`src/rtl/vec_mem_pkg.sv`:
```
// Shared types and helpers for the vector memory sequencer.
// Element extraction is width-generic up to VEC_MAX/ELEM_MAX bits.
package vec_mem_pkg;

    typedef enum logic [1:0] {
        IDLE,
        ISSUE,
        DRAIN,
        DONE
    } state_t;

    localparam int unsigned VLEN_DEF = 16;
    localparam int unsigned IDX_W    = $clog2(VLEN_DEF);
    localparam int unsigned ELEM_MAX = 64;
    localparam int unsigned VEC_MAX  = 4096;

    function automatic logic [ELEM_MAX-1:0] get_elem(
        input logic [VEC_MAX-1:0] vec,
        input int unsigned        k,
        input int unsigned        dw
    );
        logic [VEC_MAX-1:0] s;
        s = vec >> (k * dw);
        return s[ELEM_MAX-1:0];
    endfunction

endpackage

```
`src/rtl/vec_addr_gen.sv`:
```
// Address accumulator and element index for the vector sequencer.
// Addresses advance by repeated addition of the latched stride.
module vec_addr_gen
    import vec_mem_pkg::*;
#(
    parameter int ADDR_WIDTH = 19,
    parameter int VLEN       = 16
) (
    input  logic                    clk,
    input  logic                    rst,
    input  logic                    load,
    input  logic                    step,
    input  logic [ADDR_WIDTH-1:0]   base,
    input  logic [ADDR_WIDTH-1:0]   stride,
    output logic [ADDR_WIDTH-1:0]   addr,
    output logic [$clog2(VLEN)-1:0] idx,
    output logic                    last
);

    localparam int IW = $clog2(VLEN);

    logic [ADDR_WIDTH-1:0] r_addr;
    logic [ADDR_WIDTH-1:0] r_stride;
    logic [IW-1:0]         r_idx;

    always_ff @(posedge clk) begin
        if (rst) begin
            r_addr   <= '0;
            r_stride <= '0;
            r_idx    <= '0;
        end else if (load) begin
            r_addr   <= base;
            r_stride <= stride;
            r_idx    <= '0;
        end else if (step) begin
            r_addr   <= r_addr + r_stride;
            r_idx    <= r_idx + 1'b1;
        end
    end

    assign addr = r_addr;
    assign idx  = r_idx;
    assign last = (r_idx == IW'(VLEN - 1));

endmodule

```
`src/rtl/vector_mem_sequencer.sv`:
```
// Vector load/store engine: one element per clock to single-port memory.
// Load data arrives one cycle after its address and is captured a cycle later.
module vector_mem_sequencer
    import vec_mem_pkg::*;
#(
    parameter int DATA_WIDTH = 16,
    parameter int ADDR_WIDTH = 19,
    parameter int VLEN       = 16
) (
    input  logic                       clk,
    input  logic                       rst,
    input  logic                       start,
    input  logic                       is_store,
    input  logic [ADDR_WIDTH-1:0]      base_addr,
    input  logic [ADDR_WIDTH-1:0]      stride,
    input  logic [VLEN*DATA_WIDTH-1:0] store_vec,
    input  logic [DATA_WIDTH-1:0]      mem_rdata,
    output logic [ADDR_WIDTH-1:0]      mem_addr,
    output logic                       mem_we,
    output logic [DATA_WIDTH-1:0]      mem_wdata,
    output logic [VLEN*DATA_WIDTH-1:0] load_vec,
    output logic                       busy,
    output logic                       done
);

    localparam int IW = $clog2(VLEN);
    localparam int VW = VLEN * DATA_WIDTH;

    state_t          r_state;
    logic            r_is_store;
    logic [VW-1:0]   r_store_vec;
    logic            r_cap_vld;
    logic [IW-1:0]   r_cap_idx;
    logic            r_busy;
    logic            r_done;
    logic            r_we;
    logic [DATA_WIDTH-1:0] r_wdata;
    logic [VW-1:0]   r_load_vec;

    logic            w_accept;
    logic            w_step;
    logic            w_last;
    logic [IW-1:0]   w_idx;
    logic [IW-1:0]   w_idx_nxt;

    assign w_accept  = (r_state == IDLE) && start;
    assign w_step    = (r_state == ISSUE) && !w_last;
    assign w_idx_nxt = w_idx + 1'b1;

    vec_addr_gen #(
        .ADDR_WIDTH (ADDR_WIDTH),
        .VLEN       (VLEN)
    ) u_addr_gen (
        .clk    (clk),
        .rst    (rst),
        .load   (w_accept),
        .step   (w_step),
        .base   (base_addr),
        .stride (stride),
        .addr   (mem_addr),
        .idx    (w_idx),
        .last   (w_last)
    );

    always_ff @(posedge clk) begin
        if (rst) begin
            r_state     <= IDLE;
            r_is_store  <= 1'b0;
            r_store_vec <= '0;
            r_cap_vld   <= 1'b0;
            r_cap_idx   <= '0;
            r_busy      <= 1'b0;
            r_done      <= 1'b0;
            r_we        <= 1'b0;
            r_wdata     <= '0;
            r_load_vec  <= '0;
        end else begin
            r_done    <= 1'b0;
            r_cap_vld <= 1'b0;
            // rdata now belongs to the element issued last cycle
            if (r_cap_vld) begin
                r_load_vec[32'(r_cap_idx)*DATA_WIDTH +: DATA_WIDTH] <= mem_rdata;
            end
            unique case (r_state)
                IDLE: begin
                    if (start) begin
                        r_state     <= ISSUE;
                        r_is_store  <= is_store;
                        r_store_vec <= store_vec;
                        r_busy      <= 1'b1;
                        r_we        <= is_store;
                        if (is_store) begin
                            r_wdata <= store_vec[DATA_WIDTH-1:0];
                        end
                    end
                end
                ISSUE: begin
                    r_cap_vld <= !r_is_store;
                    r_cap_idx <= w_idx;
                    if (w_last) begin
                        r_we    <= 1'b0;
                        r_state <= r_is_store ? DONE : DRAIN;
                        r_done  <= r_is_store;
                    end else begin
                        r_we <= r_is_store;
                        if (r_is_store) begin
                            r_wdata <= DATA_WIDTH'(get_elem(
                                VEC_MAX'(r_store_vec),
                                32'(w_idx_nxt),
                                unsigned'(DATA_WIDTH)));
                        end
                    end
                end
                DRAIN: begin
                    r_state <= DONE;
                    r_done  <= 1'b1;
                end
                DONE: begin
                    r_state <= IDLE;
                    r_busy  <= 1'b0;
                end
                default: r_state <= IDLE;
            endcase
        end
    end

    assign mem_we    = r_we;
    assign mem_wdata = r_wdata;
    assign load_vec  = r_load_vec;
    assign busy      = r_busy;
    assign done      = r_done;

endmodule

```
`config.mk`:
```
export PLATFORM = sky130hd
export DESIGN_NAME = vector_mem_sequencer
export DESIGN_NICKNAME = d
export VERILOG_FILES = /design/src/rtl/vec_mem_pkg.sv /design/src/rtl/vec_addr_gen.sv /design/src/rtl/vector_mem_sequencer.sv
export SDC_FILE = /design/constraint.sdc
export NUM_CORES = 1
export LEC_CHECK = 0
export BUFFER_PORTS_ARGS = -buffer_cell sky130_fd_sc_hd__buf_2
export CAP_MARGIN = 10
export CORE_AREA = 2 2 234 236
export CTS_CLUSTER_SIZE = 12
export DETAILED_ROUTE_END_ITERATION = 7
export DIE_AREA = 0 0 236 238
export GPL_TIMING_DRIVEN = 0
export PLACE_DENSITY = 0.69
export SYNTH_ARGS = -nofsm -noshare
export SYNTH_HDL_FRONTEND = slang
export SYNTH_SLANG_ARGS = --single-unit
export TNS_END_PERCENT = 20
```
`constraint.sdc`:
```
create_clock -name clk -period 4.7 [get_ports clk]
set_input_delay 0.235 -clock clk [delete_from_list [all_inputs] [get_ports clk]]
set_output_delay 0.235 -clock clk [all_outputs]
set_load 0.01 [all_outputs]
```
==> impl_metrics.tcl <==
set metrics [dict create \
    cts_resized 0 \
    synth_nets 3299 \
    finalCriticalPeriod_ns 3.89 \
    cp_max_fo 10 \
    hold_path_class "primary input to flop" \
    fin_skew_ns 0.0243 \
    cts_made_buffers 59 \
    synth.top_cells.by_count "819 x nand2_1, 581 x dfxtp_1, 558 x a21oi_1, 215 x nor2_1, 200 x clkbuf_1" \
    p_clk_frac 0.310 \
    antenna_found_initial 10 \
    p_int_mw 9.61 \
    power_density_mw_per_mm2 454 \
    yosysTopAreaCell "dfxtp_1" \
    synth_cell_types 70 \
    cts_max_level 2 \
    slew_viol_final 0 \
    seq_area_frac_synth 0.487 \
    hpwlAfterDp_mm 71.7 \
    slew_headroom 0.222 \
    clock-sinks 581 \
    finalCritPeriodShare 0.828 \
    cts_root_buf "clkbuf_16" \
    die-area_sq_mm 0.0562 \
    netlist_top_cells_area "dfxtp_1 49%, nand2_1 13%, a21oi_1 12%" \
    worstSkewPairLatency_ns 0.63 \
    total_leakage_power_nw 13.1 \
    vias_per_cell 5.66 \
    crit_required_ns 5.22 \
    start_util 0.447 \
    dr.pass1.iters 8 \
    ys_ff_latch 581 \
    routabilityCongestion 0.947 \
    dpl-instance-area_sq_mm 0.0278 \
    rows 85 \
    comb_power_share 0.292 \
    fp.dieW_microns 236 \
    setup-tns-final_ns 0 \
    netSwitchingPower_mw 5.17 \
    fill_cells 4761 \
    endpoint_kind "flop" \
    clkTransAtPathRegs_ns 0.06 \
    ant_nets 0 \
    r2r_end "load_vec[206]" \
    avgRoutedWirePerCell_microns 21.9 \
    syn_area_per_cell_sq_um 8.08 \
    grt_overflow_total 0 \
    r2r_cells 11 \
    tightest_slew_ns 1.16 \
    cp-start-kind "flop" \
    stdcell_area_sq_mm 0.0325 \
    cts_tree "done" \
    path_class "flop to flop" \
    rrSetupSlack_ns 0.81 \
    io_buffers 595 \
    drtIter0Drc 2452 \
    synthCells 2959 \
    fin_nets 4250 \
    fmaxAchievable_mhz 257 \
    syn-cell-area_sq_mm 0.0239 \
    wl_mm 102 \
    rsz0062_at_grt "false" \
    yosys_warnings 0 \
    drv_cap 0 \
    status "finished, final reports clean" \
    cp.arrival_ns 4.41 \
    worst_ir_drop_vdd_mv 0.316 \
    p_seq_frac 0.398 \
    reg2reg_from "r_cap_idx[0]" \
    setup_viol 0 \
    io_pins 608 \
    drc_errors 0 \
    vias 26304 \
    final-hold-violation-count 0 \
    yosysTopAreaCellShare 0.487 \
    switching_share 0.350 \
    synthMostInstantiatedCell "nand2_1" \
    core_sq_mm 0.0535 \
    hp-start "start" \
    grt_usage 0.348 \
    grt_pass1_wl_mm 150 \
    layout-drive-gt1-share 0.202 \
    synth_edf_count 0 \
    first_global_vias 25331 \
    syn2layout_area_growth_pct 36.1 \
    synthArstFlopShare 0 \
    holdPathStages 3 \
    cts_buffer_depth 3 \
    die_h_microns 238 \
    whs_endpoint "mem_we" \
    synth_ff_type "dfxtp_1" \
    grt_max_degree 16 \
]
## per-stage QoR
| step | power (mW) | hold slack (ns) | setup WS [ns] | util | std cells |
|---|---|---|---|---|---|
| finish | 14.8 | 0.0967 | 0.810 | 0.608 | 4651 |
| global route | 15.3 | 0.129 | 0.561 | 0.608 | 4648 |
| CTS | 14.6 | 0.0552 | 0.843 | 0.608 | 4642 |
| detailed placement | 9.87 | 0.441 | 0.875 | 0.519 | 4250 |
| global placement | 9.83 | 0.436 | 0.909 | 0.519 | 4250 |
| floorplan | 8.39 | 0.371 | 1.74 | - | 2959 |
## per-layer routing
layer  track usage  share of wire
met5             0        0.00023
met4         0.202          0.066
met3        0.0758          0.094
met2         0.583           0.47
met1         0.413           0.37
## critical path, stage by stage, from the launching register on
cell      delay [ns]
dfxtp_1         0.30
clkbuf_1        0.29
clkbuf_1        0.40
buf_1           0.41
nor3_1          0.12
ha_1            0.37
buf_2           0.25
or3_4           0.43
nor2_1          0.44
clkbuf_1        0.43
nand3_1         0.13
a21oi_1         0.23
## timing repair
action,CTS,global route
endpoints found under the hold margin,308,0
hold buffers,295,0
setup buffers,0,0
## worst max path at each step
stage                 startpoint            end  slack (ns)
floorplan           r_cap_idx[0]  load_vec[198]        1.74
global placement    r_cap_idx[0]  load_vec[206]        0.91
detailed placement  r_cap_idx[0]  load_vec[206]        0.88
CTS                 r_cap_idx[0]  load_vec[206]        0.84
global route        r_cap_idx[0]  load_vec[236]        0.56
finish              r_cap_idx[0]  load_vec[206]        0.81
## kinds of logic after synthesis
logic type                 synth area share
adders and majority gates            0.0139
xor gates and xnor gates            0.00691
buffers and inverters                0.0449
and+or+nand+nor                       0.237
AOI/OAI and AO/OA                     0.142
muxes                                0.0691
DFF                                   0.487
## state kept, by name, summed over array words and instances, names as in the netlist
signal	flops
mem_wdata	16
done	1
u_addr_gen.addr	19
u_addr_gen.idx	4
u_addr_gen.r_stride	19
r_is_store	1
r_cap_vld	1
busy	1
r_cap_idx	4
mem_we	1
r_state	2
r_store_vec	256
load_vec	256
## power groups by stage
stage / Combinational, mW / Clock, mW / Sequential (mW)
global route: 4.61 / 4.77 / 5.93
CTS: 4.12 / 4.59 / 5.86
finish: 4.31 / 4.59 / 5.89
floorplan: 2.50 / 0 / 5.90
detailed placement: 3.91 / 0 / 5.96
global placement: 3.88 / 0 / 5.95
## layout by cell type (no fill, tap or decap), types with 3 or more instances in the layout
| cell type | n |
|---|---|
| nor2_1 | 215 |
| nor3b_1 | 3 |
| mux4_2 | 64 |
| diode_2 | 9 |
| dlygate4sd3_1 | 295 |
| buf_1 | 11 |
| nand3_1 | 156 |
| clkbuf_16 | 60 |
| clkinv_2 | 6 |
| nand2b_1 | 6 |
| ha_1 | 25 |
| nor3b_2 | 3 |
| a21oi_1 | 558 |
| xor2_1 | 6 |
| a311oi_1 | 7 |
| nor3_1 | 105 |
| xnor2_1 | 11 |
| or3_1 | 4 |
| clkbuf_1 | 217 |
| a211oi_1 | 6 |
| inv_1 | 14 |
| buf_2 | 621 |
| clkbuf_8 | 12 |
| nand2_1 | 819 |
| a31oi_1 | 4 |
| nand4_1 | 17 |
| o2111ai_1 | 16 |
| dfxtp_1 | 581 |
| and2_1 | 5 |
| buf_4 | 4 |
| nor2_4 | 3 |
| a21o_1 | 6 |
| mux2i_1 | 20 |
| o21ai_0 | 8 |
| and3_1 | 4 |
## cell type report
class                           count  area, sq um  area share
Clock inverter                     11          124     0.00381
Clock buffer                       86         1690      0.0519
Timing Repair Buffer              890         5930       0.182
Antenna cell                        9         22.5    0.000692
Inverter                           14         52.6     0.00161
Tap cell                          696          871      0.0268
Sequential cell                   581        11600       0.357
Multi-Input combinational cell   2117        11200       0.344
Buffer                            247         1020      0.0314
No activity file was read; power rests on OpenSTA's default activity.
